$ cat config.mk
export PLATFORM = sky130hd
export DESIGN_NAME = mac_share_arbiter_flat
export DESIGN_NICKNAME = d
export VERILOG_FILES = /design/src/rtl/mac_share_arbiter_pkg.sv /design/src/rtl/mac_share_arbiter_if.sv /design/src/rtl/mac_share_arbiter_id_fifo.sv /design/src/rtl/mac_share_arbiter.sv /design/src/flat_wrapper.sv
export SDC_FILE = /design/constraint.sdc
export NUM_CORES = 1
export LEC_CHECK = 0
export ABC_AREA = 1
export CORE_AREA = 2 2 132 134
export DETAILED_ROUTE_END_ITERATION = 16
export DIE_AREA = 0 0 134 136
export GPL_ROUTABILITY_DRIVEN = 0
export PLACE_DENSITY_LB_ADDON = 0.05
export SETUP_SLACK_MARGIN = 0.1
export SLEW_MARGIN = 20
export SYNTH_ARGS = -nofsm -noshare
export SYNTH_HDL_FRONTEND = slang
export SYNTH_SLANG_ARGS = --single-unit
$ cat constraint.sdc
create_clock -name ACLK -period 2.3 [get_ports ACLK]
set_clock_uncertainty 0.2 [all_clocks]
set_input_delay 0.46 -clock ACLK [delete_from_list [all_inputs] [get_ports ACLK]]
set_output_delay 0.46 -clock ACLK [all_outputs]
set_load 0.01 [all_outputs]
$ cat src/rtl/mac_share_arbiter_pkg.sv
// mac_arb_pkg: shared widths, arbiter state and round-robin pick for the MAC share arbiter
package mac_arb_pkg;
  localparam int DATA_W = 16;
  localparam int ACC_W = 32;
  typedef enum logic {IDLE, GRANT} arb_state_t;
  function automatic logic [2:0] rr_pick(input logic [7:0] v, input logic [2:0] ptr, input int n);
    logic [2:0] r;
    logic f;
    logic [3:0] k;
    r = ptr;
    f = 1'b0;
    for (int i = 0; i < 8; i++) begin
      k = (4'(ptr) + 4'(i)) % 4'(n);
      if (!f && i < n && k[3] == 1'b0 && v[k[2:0]]) begin
        r = k[2:0];
        f = 1'b1;
      end
    end
    return r;
  endfunction
endpackage

$ cat src/rtl/mac_share_arbiter_if.sv
// mac_share_arbiter_if: requester, MAC and result streams around the shared MAC
interface mac_share_arbiter_if #(parameter int NUM_REQ = 4);
  import mac_arb_pkg::*;
  logic [NUM_REQ-1:0] S_AXIS_TVALID, S_AXIS_TREADY, S_AXIS_TLAST;
  logic [NUM_REQ*DATA_W-1:0] S_AXIS_TDATA;
  logic [NUM_REQ*ACC_W-1:0] S_AXIS_TUSER;
  logic MAC_AXIS_TVALID, MAC_AXIS_TREADY, MAC_AXIS_TLAST;
  logic [DATA_W-1:0] MAC_AXIS_TDATA;
  logic [ACC_W-1:0] MAC_AXIS_TUSER;
  logic MACR_AXIS_TVALID, MACR_AXIS_TREADY, MACR_AXIS_TLAST;
  logic [ACC_W-1:0] MACR_AXIS_TDATA;
  logic [NUM_REQ-1:0] M_AXIS_TVALID, M_AXIS_TREADY;
  logic [ACC_W-1:0] M_AXIS_TDATA;
  modport slave (
    input S_AXIS_TVALID, S_AXIS_TDATA, S_AXIS_TUSER, S_AXIS_TLAST,
    output S_AXIS_TREADY,
    output MAC_AXIS_TVALID, MAC_AXIS_TDATA, MAC_AXIS_TUSER, MAC_AXIS_TLAST,
    input MAC_AXIS_TREADY,
    input MACR_AXIS_TVALID, MACR_AXIS_TDATA,
    output MACR_AXIS_TREADY,
    output M_AXIS_TVALID, M_AXIS_TDATA,
    input M_AXIS_TREADY
  );
  modport master (
    output S_AXIS_TVALID, S_AXIS_TDATA, S_AXIS_TUSER, S_AXIS_TLAST,
    input S_AXIS_TREADY,
    input MAC_AXIS_TVALID, MAC_AXIS_TDATA, MAC_AXIS_TUSER, MAC_AXIS_TLAST,
    output MAC_AXIS_TREADY,
    output MACR_AXIS_TVALID, MACR_AXIS_TDATA, MACR_AXIS_TLAST,
    input MACR_AXIS_TREADY,
    input M_AXIS_TVALID, M_AXIS_TDATA,
    output M_AXIS_TREADY
  );
endinterface

$ cat src/rtl/mac_share_arbiter_id_fifo.sv
// mac_id_fifo: in-order FIFO of requester IDs for packets in flight inside the MAC
module mac_id_fifo #(
  parameter int W = 2,
  parameter int DEPTH = 4,
  localparam int AW = $clog2(DEPTH),
  localparam int CW = AW + 1
) (
  input  logic          clk,
  input  logic          rst,
  input  logic          push,
  input  logic          pop,
  input  logic [W-1:0]  din,
  output logic [W-1:0]  head,
  output logic [CW-1:0] count,
  output logic          full,
  output logic          empty
);
  import mac_arb_pkg::*;
  logic [W-1:0] mem_q [DEPTH];
  logic [AW-1:0] wr_q, wr_d, rd_q, rd_d;
  logic [CW-1:0] cnt_q, cnt_d;
  logic do_push, do_pop;
  assign full = cnt_q == CW'(DEPTH);
  assign empty = cnt_q == '0;
  assign do_push = push && !full;
  assign do_pop = pop && !empty;
  assign head = mem_q[rd_q];
  assign count = cnt_q;
  // advance pointers and occupancy; simultaneous push and pop cancel in the count
  always_comb begin
    wr_d = do_push ? wr_q + 1'b1 : wr_q;
    rd_d = do_pop ? rd_q + 1'b1 : rd_q;
    cnt_d = cnt_q + CW'(do_push) - CW'(do_pop);
  end
  // pointer and count registers
  always_ff @(posedge clk) begin
    if (rst) begin
      wr_q <= '0;
      rd_q <= '0;
      cnt_q <= '0;
    end else begin
      wr_q <= wr_d;
      rd_q <= rd_d;
      cnt_q <= cnt_d;
    end
  end
  // storage needs no reset, occupancy guards every read
  always_ff @(posedge clk) begin
    if (do_push) mem_q[wr_q] <= din;
  end
endmodule

$ cat src/rtl/mac_share_arbiter.sv
// mac_share_arbiter: round-robin packet arbiter sharing one MAC, returning results in order
module mac_share_arbiter #(
  parameter int NUM_REQ = 4,
  parameter int ID_FIFO_DEPTH = 4,
  localparam int IW = $clog2(NUM_REQ),
  localparam int CW = $clog2(ID_FIFO_DEPTH) + 1
) (
  input  logic                 ACLK,
  input  logic                 ARESET,
  mac_share_arbiter_if.slave   bus,
  output logic [IW-1:0]        BUSY_ID,
  output logic [CW-1:0]        FIFO_CNT
);
  import mac_arb_pkg::*;
  arb_state_t state_q, state_d;
  logic [IW-1:0] grant_q, grant_d, rr_ptr_q, rr_ptr_d, head;
  logic [7:0] vld8;
  logic in_grant, push, pop, full, empty;
  assign in_grant = state_q == GRANT;
  assign bus.MAC_AXIS_TVALID = in_grant && bus.S_AXIS_TVALID[grant_q];
  assign bus.MAC_AXIS_TDATA = bus.S_AXIS_TDATA[grant_q*DATA_W +: DATA_W];
  assign bus.MAC_AXIS_TUSER = bus.S_AXIS_TUSER[grant_q*ACC_W +: ACC_W];
  assign bus.MAC_AXIS_TLAST = bus.S_AXIS_TLAST[grant_q];
  assign bus.S_AXIS_TREADY = in_grant && bus.MAC_AXIS_TREADY ? NUM_REQ'(1) << grant_q : '0;
  assign push = bus.MAC_AXIS_TVALID && bus.MAC_AXIS_TREADY && bus.MAC_AXIS_TLAST;
  assign bus.M_AXIS_TVALID = !empty && bus.MACR_AXIS_TVALID ? NUM_REQ'(1) << head : '0;
  assign bus.MACR_AXIS_TREADY = !empty && bus.M_AXIS_TREADY[head];
  assign bus.M_AXIS_TDATA = bus.MACR_AXIS_TDATA;
  assign pop = bus.MACR_AXIS_TVALID && bus.MACR_AXIS_TREADY;
  assign BUSY_ID = grant_q;
  // widen the valid vector to the fixed width the picker works on
  always_comb begin
    vld8 = '0;
    vld8[NUM_REQ-1:0] = bus.S_AXIS_TVALID;
  end
  // grant a packet only when its result has a FIFO slot; release on the last beat
  always_comb begin
    state_d = state_q;
    grant_d = grant_q;
    rr_ptr_d = rr_ptr_q;
    if (!in_grant && |bus.S_AXIS_TVALID && !full) begin
      state_d = GRANT;
      grant_d = IW'(rr_pick(vld8, 3'(rr_ptr_q), NUM_REQ));
    end else if (push) begin
      state_d = IDLE;
      rr_ptr_d = grant_q == IW'(NUM_REQ - 1) ? '0 : grant_q + 1'b1;
    end
  end
  // arbiter FSM registers
  always_ff @(posedge ACLK) begin
    if (ARESET) begin
      state_q <= IDLE;
      grant_q <= '0;
      rr_ptr_q <= '0;
    end else begin
      state_q <= state_d;
      grant_q <= grant_d;
      rr_ptr_q <= rr_ptr_d;
    end
  end
  mac_id_fifo #(.W(IW), .DEPTH(ID_FIFO_DEPTH)) u_id_fifo (
    .clk(ACLK),
    .rst(ARESET),
    .push(push),
    .pop(pop),
    .din(grant_q),
    .head(head),
    .count(FIFO_CNT),
    .full(full),
    .empty(empty)
  );
endmodule

$ cat src/flat_wrapper.sv
// flat-port wrapper written by rule: the top's interface ports become plain ports
module mac_share_arbiter_flat import mac_arb_pkg::*;
#(
  parameter int NUM_REQ = 4,
  parameter int ID_FIFO_DEPTH = 4,
  localparam int IW = $clog2(NUM_REQ),
  localparam int CW = $clog2(ID_FIFO_DEPTH) + 1
)
  (ACLK, ARESET, BUSY_ID, FIFO_CNT, bus_S_AXIS_TVALID, bus_S_AXIS_TDATA, bus_S_AXIS_TUSER, bus_S_AXIS_TLAST, bus_S_AXIS_TREADY, bus_MAC_AXIS_TVALID, bus_MAC_AXIS_TDATA, bus_MAC_AXIS_TUSER, bus_MAC_AXIS_TLAST, bus_MAC_AXIS_TREADY, bus_MACR_AXIS_TVALID, bus_MACR_AXIS_TDATA, bus_MACR_AXIS_TREADY, bus_M_AXIS_TVALID, bus_M_AXIS_TDATA, bus_M_AXIS_TREADY);
  mac_share_arbiter_if #(.NUM_REQ(NUM_REQ)) bus_i ();
  input  logic ACLK;
  input  logic ARESET;
  output logic [IW-1:0] BUSY_ID;
  output logic [CW-1:0] FIFO_CNT;
  input wire logic [$bits(bus_i.S_AXIS_TVALID)-1:0] bus_S_AXIS_TVALID;
  input wire logic [$bits(bus_i.S_AXIS_TDATA)-1:0] bus_S_AXIS_TDATA;
  input wire logic [$bits(bus_i.S_AXIS_TUSER)-1:0] bus_S_AXIS_TUSER;
  input wire logic [$bits(bus_i.S_AXIS_TLAST)-1:0] bus_S_AXIS_TLAST;
  output wire logic [$bits(bus_i.S_AXIS_TREADY)-1:0] bus_S_AXIS_TREADY;
  output wire logic [$bits(bus_i.MAC_AXIS_TVALID)-1:0] bus_MAC_AXIS_TVALID;
  output wire logic [$bits(bus_i.MAC_AXIS_TDATA)-1:0] bus_MAC_AXIS_TDATA;
  output wire logic [$bits(bus_i.MAC_AXIS_TUSER)-1:0] bus_MAC_AXIS_TUSER;
  output wire logic [$bits(bus_i.MAC_AXIS_TLAST)-1:0] bus_MAC_AXIS_TLAST;
  input wire logic [$bits(bus_i.MAC_AXIS_TREADY)-1:0] bus_MAC_AXIS_TREADY;
  input wire logic [$bits(bus_i.MACR_AXIS_TVALID)-1:0] bus_MACR_AXIS_TVALID;
  input wire logic [$bits(bus_i.MACR_AXIS_TDATA)-1:0] bus_MACR_AXIS_TDATA;
  output wire logic [$bits(bus_i.MACR_AXIS_TREADY)-1:0] bus_MACR_AXIS_TREADY;
  output wire logic [$bits(bus_i.M_AXIS_TVALID)-1:0] bus_M_AXIS_TVALID;
  output wire logic [$bits(bus_i.M_AXIS_TDATA)-1:0] bus_M_AXIS_TDATA;
  input wire logic [$bits(bus_i.M_AXIS_TREADY)-1:0] bus_M_AXIS_TREADY;
  assign bus_i.S_AXIS_TVALID = bus_S_AXIS_TVALID;
  assign bus_i.S_AXIS_TDATA = bus_S_AXIS_TDATA;
  assign bus_i.S_AXIS_TUSER = bus_S_AXIS_TUSER;
  assign bus_i.S_AXIS_TLAST = bus_S_AXIS_TLAST;
  assign bus_S_AXIS_TREADY = bus_i.S_AXIS_TREADY;
  assign bus_MAC_AXIS_TVALID = bus_i.MAC_AXIS_TVALID;
  assign bus_MAC_AXIS_TDATA = bus_i.MAC_AXIS_TDATA;
  assign bus_MAC_AXIS_TUSER = bus_i.MAC_AXIS_TUSER;
  assign bus_MAC_AXIS_TLAST = bus_i.MAC_AXIS_TLAST;
  assign bus_i.MAC_AXIS_TREADY = bus_MAC_AXIS_TREADY;
  assign bus_i.MACR_AXIS_TVALID = bus_MACR_AXIS_TVALID;
  assign bus_i.MACR_AXIS_TDATA = bus_MACR_AXIS_TDATA;
  assign bus_MACR_AXIS_TREADY = bus_i.MACR_AXIS_TREADY;
  assign bus_M_AXIS_TVALID = bus_i.M_AXIS_TVALID;
  assign bus_M_AXIS_TDATA = bus_i.M_AXIS_TDATA;
  assign bus_i.M_AXIS_TREADY = bus_M_AXIS_TREADY;
  mac_share_arbiter #(.NUM_REQ(NUM_REQ), .ID_FIFO_DEPTH(ID_FIFO_DEPTH)) u_core (.ACLK(ACLK), .ARESET(ARESET), .bus(bus_i), .BUSY_ID(BUSY_ID), .FIFO_CNT(FIFO_CNT));
endmodule
==> results.txt <==
Outcome - finished, violations left
Failing checks - setup timing
RSZ-0062 raised after global routing - yes
Crit path DAT - 2.38 ns
Drt drc - 0
Busiest layer in global routing - met2
Power, Total - 5.32 mW
Part of the power in combinational logic - 82.3%
Number of library cell types mapped by synthesis - 30
Critical path required time - 2.30 ns
Drt first pass iters - 5
Cell with the most instances after synthesis - nor2_1
Worst min path class - register to register
Initial DRC Count - 166
Final wirelength - 17.0 mm
Synth Cell Area - 3010 um^2
Slowest CP cell - fa_2
Port bufs - 271
Post-synthesis sequential area ratio - 17.3%
WL/cell - 16.8 um
Share of layout cells above drive strength 1 - 25.2%
Hold WS - 0.292 ns
Pin count of the biggest net entering global routing - 30
WS Path Type - register to register
Final number of max-transition violations - 0
Dpl cells - 984
Crit path max fanout - 5
Slew margin rel. - 65.8%
FF-to-FF Start - u_core.BUSY_ID[0]
FMAX - 419 MHz
Synth top area share - 16.3%
Hold path startpoint - u_core.u_id_fifo.rd_q[1]
Vias in the first global route - 4567
Sequential share of power - 10.8%
Antenna violations before repair - 1
YS warnings - 0
Max IR drop VDD - 0.359 mV
CTS H-Tree Depth - 1
Clk slew on worst S/H paths - 0.06 ns
Cell row count - 48
Die area - 18200 um^2
Top FF cell, synth - dfxtp_1
CP top delay family - adder cells
Pre-CTS setup slack - -0.694 ns
Worst Setup End Kind - register
Clk Tree Root Cell - clkbuf_16
Period utilisation layout - 104%
Clock power frac - 6.9%
CP peak stage delay - 0.52 ns
Die Ht - 136 um
Internal power - 2.90 mW
Fin area - 6480 um^2
NetSw - 2.42 mW
CTS tree - yes
Post-route worst setup slack - -0.0865 ns
Via density - 4.40
Via count - 4457
CP Cell Sequence - buf_6 > buf_4 > o21ai_2 > o21ai_2 > nand2_2 > nor2_4 > nand2_4 > ha_4 > inv_2 > ha_4 > fa_2 > inv_2 > nor2_2
CP Buf/Inv Count - 4
GR Util met2 - 31.4%
Number of synthesized flops with an enable pin - 8
Final Hold Vio Count - 0
Post-DP HPWL - 13.7 mm
Non-filler cells, final - 1012
Clock buffers created by TritonCTS - 3
GRT Util Overall - 17.5%
Cts hold-fix bufs - 0
Leak - 2.68 nW
Mapped Cells - 513
Pwr dens - 822 nW/um^2
Slew @ Worst Pin - 0.509 ns
Max-Cap Viols - 0
#FFs+latches synth - 22
Initial Util - 17.9%
Post-route setup TNS - -0.375 ns
Fin util - 38.4%
Final setup viols - 13
Mean Syn Cell Area - 5.88 um^2
Switching part of the total power - 45.5%
Post-synth top cells - nor2_1 (116), o21ai_0 (98), nand2_1 (49)
Synth area leader - o21ai_0
Synthesis-to-layout area growth - 115%
Global routing usage on met3 - 6.23%
Antenna Violating Nets Remaining - 0
CTS sink cnt - 22
First-pass GRT wire length - 24.8 mm
Synth top area cells - o21ai_0 (16%), nor2_1 (14%), o22ai_1 (10%)
Post-DP Area - 6070 um^2
Core area - 16900 um^2
Syn_nets - 764
# IOs - 336
Clock Latency Late Sink - 0.25 ns
Die width - 134 um
Min Tclk post-route - 2.39 ns
Grt ovf - 0
# nets final - 1039
Max clock buf depth - 2
M1 GR Usage - 20.0%
Critical Path Source Type - register
Asr flop ratio synth - 0%
Ant. Diodes - 0
Worst Setup SP - u_core.BUSY_ID[0]
-- power groups by stage --
stage / logic (mW) / registers (mW) / clock network [mW]
2_1_floorplan: 1.87 / 0.592 / 0
3_3_place_gp: 4.04 / 0.584 / 0
3_5_place_dp: 4.04 / 0.586 / 0
4_1_cts: 4.28 / 0.589 / 0.379
5_1_grt: 4.78 / 0.586 / 0.396
6_report: 4.38 / 0.575 / 0.369
-- metal layers --
metal,vias up,part of all wire (%)
met5,-,0.077
met2,166,50
met4,2,1.8
met3,30,8.5
li1,2247,-
met1,2012,40
-- flip-flops by register name, indices dropped and copies added (netlist names), named ones only --
register and flops:
u_core.u_id_fifo.mem_q 8, u_core.u_id_fifo.count 3, u_core.BUSY_ID 2, u_core.rr_ptr_q 2, u_core.u_id_fifo.rd_q 2, u_core.u_id_fifo.wr_q 2
u_core.in_grant 1
-- logic make-up (layout without fill, tap and decap cells) --
family	after synthesis	after routing	synth area share (%)
compound gates	170	170	30.9
simple gates	202	202	28.6
fa+ha+maj	11	11	4.82
buf+inv	106	380	17.8
xor+xnor	2	2	0.581
flops	22	22	17.3
-- timing repair --
action | in CTS | in global routing
resized for setup | 254 | 66
gates cloned | 5 | 1
pin swaps | 23 | 9
endpoints found under the setup margin | 71 | 55
setup buffers | 11 | 7
-- cell type report --
| class | count | area, um^2 |
|---|---|---|
| sequential | 22 | 532 |
| fill | 1790 | 10400 |
| timing repair buffer | 336 | 3270 |
| tap | 225 | 282 |
| multi-input combinational | 385 | 2150 |
| clock buffer | 4 | 78.8 |
| inverter | 40 | 158 |
-- layout by cell type (no fill, tap or decap), types with 3 or more instances in the layout --
cell / instances
clkbuf_16: 4
buf_2: 42
dfxtp_4: 3
inv_1: 29
o22ai_2: 4
buf_6: 12
clkdlybuf4s50_1: 204
nor2_1: 96
o21ai_2: 16
nand2_4: 3
buf_12: 10
nand3_1: 13
buf_4: 35
o21ai_1: 17
nor2_4: 10
nor2_2: 13
o22ai_1: 44
clkbuf_2: 7
nand2_2: 10
o21ai_0: 75
edfxtp_1: 8
nand2_1: 49
dlygate4sd2_1: 11
dfxtp_1: 11
nor3_1: 5
buf_16: 5
ha_1: 8
a21oi_1: 10
inv_2: 9
clkdlybuf4s15_1: 3
-- final timing paths --
check                                                  to  slack (ns)  cells after the start
worst min register to register                   register        0.29                      2
worst min-delay path                             register        0.29                      2
worst max register to register  u_core.u_id_fifo.count[1]       -0.09                     13
worst max-delay path            u_core.u_id_fifo.count[1]       -0.09                     13
-- worst register-to-register path, cell delays in order (launching register included) --
cell and delay (ns):
dfxtp_4 0.40, buf_6 0.13, buf_4 0.10, o21ai_2 0.05
o21ai_2 0.14, nand2_2 0.08, nor2_4 0.12, nand2_4 0.07
ha_4 0.26, inv_2 0.04, ha_4 0.14, fa_2 0.52
inv_2 0.03, nor2_2 0.06
(Power assumes the default switching activity.)
